[src/rtl/accel_cfg_bank.sv]
// accel_cfg_bank: runtime configuration bank for NR_CH accelerator channels.
// Software fills a per-channel shadow register set, then commits it.
// A per-channel FSM copies shadow to active only while the channel is idle.
// Optional build macro ACCEL_CFG_LOCK_EN adds sticky per-channel lock ports.
//
//   state    | meaning
//   ---------+--------------------------------------------------------
//   ST_IDLE  | no commit outstanding, shadow writes allowed
//   ST_PEND  | commit seen, waiting for ch_idle_i
//   ST_APPLY | copying shadow to active on the edge that leaves this state
module accel_cfg_bank #(
  parameter int unsigned NR_CH   = 4,
  parameter int unsigned NR_REGS = 8,
  parameter int unsigned DATA_W  = 32,
  parameter logic [DATA_W-1:0] RST_VAL = '0,
  localparam int unsigned CH_W  = (NR_CH > 1) ? $clog2(NR_CH) : 1,
  localparam int unsigned IDX_W = $clog2(NR_REGS)
) (
  input  logic                              clk_i,
  input  logic                              rst_i,
  input  logic                              wr_valid_i,
  output logic                              wr_ready_o,
  input  logic [CH_W-1:0]                   wr_ch_i,
  input  logic [IDX_W-1:0]                  wr_idx_i,
  input  logic [DATA_W-1:0]                 wr_data_i,
  input  logic [NR_CH-1:0]                  commit_i,
  input  logic [NR_CH-1:0]                  ch_idle_i,
  output logic [NR_CH-1:0]                  apply_o,
  output logic [NR_CH-1:0]                  pending_o,
  input  logic [CH_W-1:0]                   rd_ch_i,
  input  logic [IDX_W-1:0]                  rd_idx_i,
  input  logic                              rd_shadow_i,
  output logic [DATA_W-1:0]                 rd_data_o,
`ifdef ACCEL_CFG_LOCK_EN
  input  logic [NR_CH-1:0]                  lock_i,
  output logic [NR_CH-1:0]                  locked_o,
`endif
  output logic [NR_CH*NR_REGS*DATA_W-1:0]   cfg_o
);

  typedef enum logic [1:0] {ST_IDLE, ST_PEND, ST_APPLY} state_e;

  state_e                  state_q [NR_CH];
  state_e                  state_d [NR_CH];
  logic [DATA_W-1:0]       shadow_q [NR_CH][NR_REGS];
  logic [DATA_W-1:0]       active_q [NR_CH][NR_REGS];
  logic [NR_CH-1:0]        apply_q;
  logic [NR_CH-1:0]        lock_mask;
  logic                    wr_ch_ok;
  logic                    rd_ch_ok;
  logic                    wr_en;

`ifdef ACCEL_CFG_LOCK_EN
  logic [NR_CH-1:0]        locked_q;

  // Sticky lock: set by a lock_i pulse, cleared only by reset.
  always_ff @(posedge clk_i or posedge rst_i) begin
    if (rst_i) locked_q <= '0;
    else       locked_q <= locked_q | lock_i;
  end

  assign lock_mask = locked_q;
  assign locked_o  = locked_q;
`else
  assign lock_mask = '0;
`endif

  assign wr_ch_ok = 32'(wr_ch_i) < NR_CH;
  assign rd_ch_ok = 32'(rd_ch_i) < NR_CH;

  // Out-of-range and locked channels always look ready so the writer never stalls on a dropped write.
  always_comb begin
    wr_ready_o = 1'b1;
    wr_en      = 1'b0;
    if (wr_ch_ok) begin
      wr_ready_o = lock_mask[wr_ch_i] || (state_q[wr_ch_i] == ST_IDLE);
      wr_en      = wr_valid_i && !lock_mask[wr_ch_i] && (state_q[wr_ch_i] == ST_IDLE);
    end
  end

  // Per-channel next-state logic; commits are only taken in IDLE, so repeats are ignored.
  always_comb begin
    for (int c = 0; c < NR_CH; c++) begin
      state_d[c] = state_q[c];
      case (state_q[c])
        ST_IDLE:  if (commit_i[c] && !lock_mask[c]) state_d[c] = ST_PEND;
        ST_PEND:  if (ch_idle_i[c]) state_d[c] = ST_APPLY;
        ST_APPLY: state_d[c] = ST_IDLE;
        default:  state_d[c] = ST_IDLE;
      endcase
    end
  end

  // State registers and the one-cycle apply pulse following the copy edge.
  always_ff @(posedge clk_i or posedge rst_i) begin
    if (rst_i) begin
      for (int c = 0; c < NR_CH; c++) state_q[c] <= ST_IDLE;
      apply_q <= '0;
    end else begin
      for (int c = 0; c < NR_CH; c++) begin
        state_q[c] <= state_d[c];
        apply_q[c] <= (state_q[c] == ST_APPLY);
      end
    end
  end

  // Shadow registers take accepted writes on the accepting edge.
  always_ff @(posedge clk_i or posedge rst_i) begin
    if (rst_i) begin
      for (int c = 0; c < NR_CH; c++)
        for (int r = 0; r < NR_REGS; r++) shadow_q[c][r] <= RST_VAL;
    end else if (wr_en) begin
      shadow_q[wr_ch_i][wr_idx_i] <= wr_data_i;
    end
  end

  // Active registers copy the whole shadow set on the edge leaving APPLY.
  always_ff @(posedge clk_i or posedge rst_i) begin
    if (rst_i) begin
      for (int c = 0; c < NR_CH; c++)
        for (int r = 0; r < NR_REGS; r++) active_q[c][r] <= RST_VAL;
    end else begin
      for (int c = 0; c < NR_CH; c++)
        if (state_q[c] == ST_APPLY) active_q[c] <= shadow_q[c];
    end
  end

  // Readback mux; an out-of-range channel reads as zero.
  always_comb begin
    rd_data_o = '0;
    if (rd_ch_ok) rd_data_o = rd_shadow_i ? shadow_q[rd_ch_i][rd_idx_i]
                                          : active_q[rd_ch_i][rd_idx_i];
  end

  always_comb begin
    for (int c = 0; c < NR_CH; c++) pending_o[c] = (state_q[c] != ST_IDLE);
  end

  assign apply_o = apply_q;

  for (genvar c = 0; c < NR_CH; c++) begin : g_cfg_ch
    for (genvar r = 0; r < NR_REGS; r++) begin : g_cfg_reg
      assign cfg_o[(c*NR_REGS+r)*DATA_W +: DATA_W] = active_q[c][r];
    end
  end

endmodule

[config.mk]
export PLATFORM = sky130hd
export DESIGN_NAME = accel_cfg_bank
export DESIGN_NICKNAME = d
export VERILOG_FILES = /design/src/rtl/accel_cfg_bank.sv
export SDC_FILE = /design/constraint.sdc
export NUM_CORES = 2
export LEC_CHECK = 0
export BUFFER_PORTS_ARGS = -buffer_cell sky130_fd_sc_hd__buf_4
export CORE_MARGIN = 4
export CORE_UTILIZATION = 50
export CTS_CLUSTER_SIZE = 16
export DETAILED_ROUTE_END_ITERATION = 10
export GPL_ROUTABILITY_DRIVEN = 0
export PLACE_DENSITY = 0.73
export SLEW_MARGIN = 20
export SYNTH_ARGS = -nofsm -noshare
export SYNTH_HDL_FRONTEND = slang
export SYNTH_SLANG_ARGS = --single-unit
[constraint.sdc]
create_clock -name clk_i -period 67.7 [get_ports clk_i]
set_clock_uncertainty 0.2 [all_clocks]
set_input_delay 10.155 -clock clk_i [delete_from_list [all_inputs] [get_ports clk_i]]
set_output_delay 10.155 -clock clk_i [all_outputs]
set_load 0.005 [all_outputs]
# ---- Word level (Yosys, flattened, before mapping)
# Index checks and enable logic that the tools add are counted.
dict set report op_classes {
  mux 35
  magnitude_cmp 7
  eq_ne 16
  n_bitwise 4
  n_reduce_logical 19
}
# operator n
set ops {}
lappend ops {{256-bit two-way mux} 5}
lappend ops {{256-bit binary-select mux with 2-bit select} 2}
lappend ops {{1024-bit bitwise mux} 1}
lappend ops {{256-bit demux with 2-bit select} 1}
lappend ops {{32-bit binary-select mux with 3-bit select} 2}
lappend ops {{32-bit two-way mux} 6}
lappend ops {{32-bit demux with 3-bit select} 1}
lappend ops {{2-bit two-way mux} 10}
lappend ops {{2-bit inequality test, second input constant} 8}
lappend ops {{2-bit one-hot mux with 2 select lines} 4}
lappend ops {{2-bit zero test} 5}
lappend ops {{2-bit by 1-bit == test with 1-bit output, second input constant} 4}
lappend ops {{2-bit == test, second input constant} 4}
lappend ops {{4-bit greater-or-equal comparator, second input constant} 2}
lappend ops {{3-bit NOT with 4-bit output} 2}
lappend ops {{2-bit AND reduction} 4}
lappend ops {{2-bit nonzero test} 4}
lappend ops {{3-bit greater-or-equal comparator, second input constant} 2}
lappend ops {{2-bit NOT with 3-bit output} 2}
lappend ops {{2-bit binary-select mux with 2-bit select} 1}
lappend ops {{1-bit logical AND} 4}
lappend ops {{4-bit by 1-bit less-than comparator with 1-bit output, second input constant} 1}
lappend ops {{2-bit by 3-bit less-than comparator with 1-bit output, second input constant} 1}
lappend ops {{3-bit by 1-bit less-than comparator with 1-bit output, second input constant} 1}
lappend ops {{4 further kinds} 4}
dict set report word_totals {
  register_bits 2060
  output_inout_bits 1065
}

# ---- Depth between registers and ports, before layout
dict set report logic_depth {
  depth_word 8
  ltp_mapped 10
  ltp_nobuf 5
}

# ---- Worst setup path before layout
# Ideal clock, no wire load.
dict set report synth_timing {
  path_type {in2out}
  from {input rd_ch_i[0]}
  to {output rd_data_o[18]}
  cell_stages 7
  setup_slack_ns 45.432
  arrival_ns 11.913
  t_required_ns 57.345
  cell_sequence {buf_2 buf_2 buf_2 mux4_2 a221oi_1 o21ai_0 o211a_1}
}
dict set report synth_via {
  elab_chain_len 8
}
# element line_no
set synth_rtl {}
lappend synth_rtl {{start, declared} 30} ;# input logic [CH_W-1:0] rd_ch_i,
lappend synth_rtl {{2-bit NOT with 3-bit output (not written as such) (*)} {131, 132}}
lappend synth_rtl {{256-bit binary-select mux with 2-bit select (on tied branches)} {132, 131}}
lappend synth_rtl {{256-bit two-way mux (on tied branches) (2 in series)} {132, 131}}
lappend synth_rtl {{32-bit binary-select mux with 3-bit select (on tied branches)} {132, 131}}
lappend synth_rtl {{32-bit two-way mux (on tied branches) (2 in series)} {132, 131}}
lappend synth_rtl {{32-bit two-way mux (*)} 131} ;# if (rd_ch_ok) rd_data_o = rd_shadow_i ? shadow_q[rd_ch_i][rd_idx_i]
lappend synth_rtl {{end, declared} 33} ;# output logic [DATA_W-1:0] rd_data_o,
# Mark *: on every way between the ends. The rest lies on a longest branch, timed or not. The select of a mux whose other input is x is not followed.

# ---- Worst setup path after layout
dict set report layout_timing {
  from {input rd_ch_i[1]}
  to {output rd_data_o[27]}
}
# Same word-level chain as after synthesis.

==> out/results.ini <==
[pwr]
pwr-share-clk=0.302
switching_share=0.336
p_comb_frac=0.255
switchingPower_mw=1.38
seq_power_share=0.443
intPower_mw=2.72
ir_drop_v=0.0000248
total_power_mw=4.10
p_per_area_nw_per_um2=37.1
power_leakage_nw=56.7

[clocking]
insertion_delay_ns=0.89
post_cts_buffers=0
clock_path_buffers=3
cts_resized=0
cts_hold_buffers=0
clock_sinks=2060
cts_buffers=212
root_buffer=clkbuf_16
path_clk_slew_ns=0.06
cts_tree=done
cts_max_level=4

[global_route]
gr-total-overflow=0
grt_pass1_wl_mm=562
track_usage=0.412
grt_max_degree=174
antenna_found_initial=32
grt_pass1_vias=72800

[yosys]
syn_area_per_cell_um2=11.6
synth_edf_count=0
yosysWarnings=0
postSynthCellCount=8019
synth_cell_type_count=58
syn_nets=8073
synth_seq_cells=2060
syn_area_um2=92900
synth_mux_area_frac=0.252
synth_xor_area_frac=0
synth_ff_type=dfrtp_1
async_flop_share=1.00
yosysSeqAreaShare=0.555
yosysTopAreaCell=dfrtp_1
synth_top_family_by_area=multiplexers
synth_compound_area_frac=0.0241
synthAdderAreaFrac=0
synth_top_area_share=0.555
synth_area_leaders=dfrtp_1, nand2_1, mux2_2
synth-simple-area-share=0.140

[worst_setup_path]
cp_common_cell=buf_4
crit_arrival_ns=15.09
crit_slowest_cell=nor4_1
path_buf_inv=5
worstPathRequired_ns=57.35
r2r_setup_slack_ns=63.47
cp_max_fo=84
worstSetupEndpointType=output pin
critPathKind=in -> out
path_cells=buf_8 -> buf_4 -> buf_4 -> buf_4 -> mux2i_1 -> nand2_1 -> o211ai_1 -> nor4_1 -> buf_4
critPathMaxStageDelay_ns=1.07
crit_family=buffers and inverters
critPathLaunchType=input pin

[route]
drc=0
dr.pass1.iters=6
totalWireLength_mm=403
routed-via-count=74600
first_iter_violations=10500
ant_nets=0
vias_per_cell=6.47
routedWlPerCell_um=35.0

[layout]
filler_cell_count=14600
nets=8917
multi_input_area_um2=39000
seq_area_um2=51500
area_growth_pct=19.0
final_common_cell=nand2_1
drive_above_1_share=0.351
final_cell_mix=nand2_1, dfrtp_1, buf_4
stdcell_count=11500

[timing]
finalSetupTns_ns=0
max-slew-margin-rel=0.0821
period_share=0.376
setup_viol=0
holdWs_ns=0.274
hold_violations=0
worst_slack_ns=42.25
slew_viol_final=0
rsz0062_at_grt=no
fmax_mhz=39.3
final.min_clock_period_ns=25.45
worst_pin_slew_ns=1.38

[placed_design]
io_buffer_count=1118
placed_cells=11100
place_ws_ns=42.50
dp_hpwl_mm=269

[floorplan]
die_x_um=439
ios=1119
core_um2=184000
die-area_um2=193000
row_count=157
die_y_um=439
initial_core_util=0.505

[flow_run]
drv_cap=0

[outcome]
status=finished clean

[min_path]
hp-class=reg -> reg

through the flow:
| step | cell area (um^2) | util |
|---|---|---|
| floorplan | 92900 | - |
| global placement | 103000 | 0.561 |
| detailed placement | 103000 | 0.561 |
| CTS | 110000 | 0.601 |
| global route | 111000 | 0.601 |
| finish | 111000 | 0.602 |
registers in the layout (all words and copies together) (netlist names):
name,count
cfg_o,1024
shadow_q,1024
apply_o,4
state_q,8
path summary, 6_finish.rpt:
path	from	endpoint	cells past startpoint
min	shadow_q[365]	cfg_o[653]	2
max in group asynchronous	rst_i	cfg_o[496]	8
max reg2reg	state_q[6]	cfg_o[27]	7
max	rd_ch_i[1]	rd_data_o[27]	9
min in group asynchronous	rst_i	shadow_q[728]	2
min reg2reg	shadow_q[365]	cfg_o[653]	2
cells by family after synthesis:
family | after synthesis
AOI/OAI and AO/OA | 329
buffers and inverters | 625
DFF | 2060
muxes | 1646
and+or+nand+nor | 3359
Yosys cell counts (4+ instances only):
cell type  instances
a2111oi_0          4
a211oi_1          34
a21oi_1           25
a221oi_1          12
a22oi_1           36
a31oi_1            4
and2_1            15
buf_1             79
buf_2            128
buf_4             41
buf_6              5
clkbuf_1         359
clkinv_1           4
dfrtp_1         2060
inv_1              8
mux2_1            20
mux2_2          1046
mux2i_1          131
mux4_2           449
nand2_1         3144
nand2b_1          17
nand3_1           12
nor2_1            48
nor2_2             7
nor2b_1           25
nor3_1            40
nor3b_1            4
nor4_1            23
o21ai_0           30
o22a_1            18
o22ai_1          140
o32a_1             4
or2_2              8
power groups by stage:
stage,Sequential (mW),Combinational [mW],Clock [mW]
floorplan,1.73,0.453,0
global placement,1.80,1.00,0
detailed placement,1.82,1.02,0
CTS,1.80,1.03,1.24
global route,1.83,1.10,1.29
finish,1.82,1.05,1.24
worst register-to-register path, stage by stage (launching register included):
cell	delay [ns]
dfrtp_1	0.41
nand2b_4	0.15
buf_4	0.43
inv_8	0.71
buf_4	0.90
buf_4	0.94
nand2_1	0.28
nand2_1	0.14
layout make-up:
type                    count  area share
flip-flops and latches   2060       0.466
multi-input cells        5334       0.352
repair buffers           1242      0.0860
clock buffers             307      0.0565
well taps                2464      0.0279
clock inverters            85      0.0100
inverters                  13    0.000746
diodes                     25    0.000566
layer usage:
metal	wire (um)	track usage	vias up
met2	166000	0.562	5719
met1	140000	0.517	38500
met4	40800	0.331	14
li1	-	-	29000
met5	91	0.00176	-
met3	56800	0.164	1300
Power figures use the tool's default switching activity.
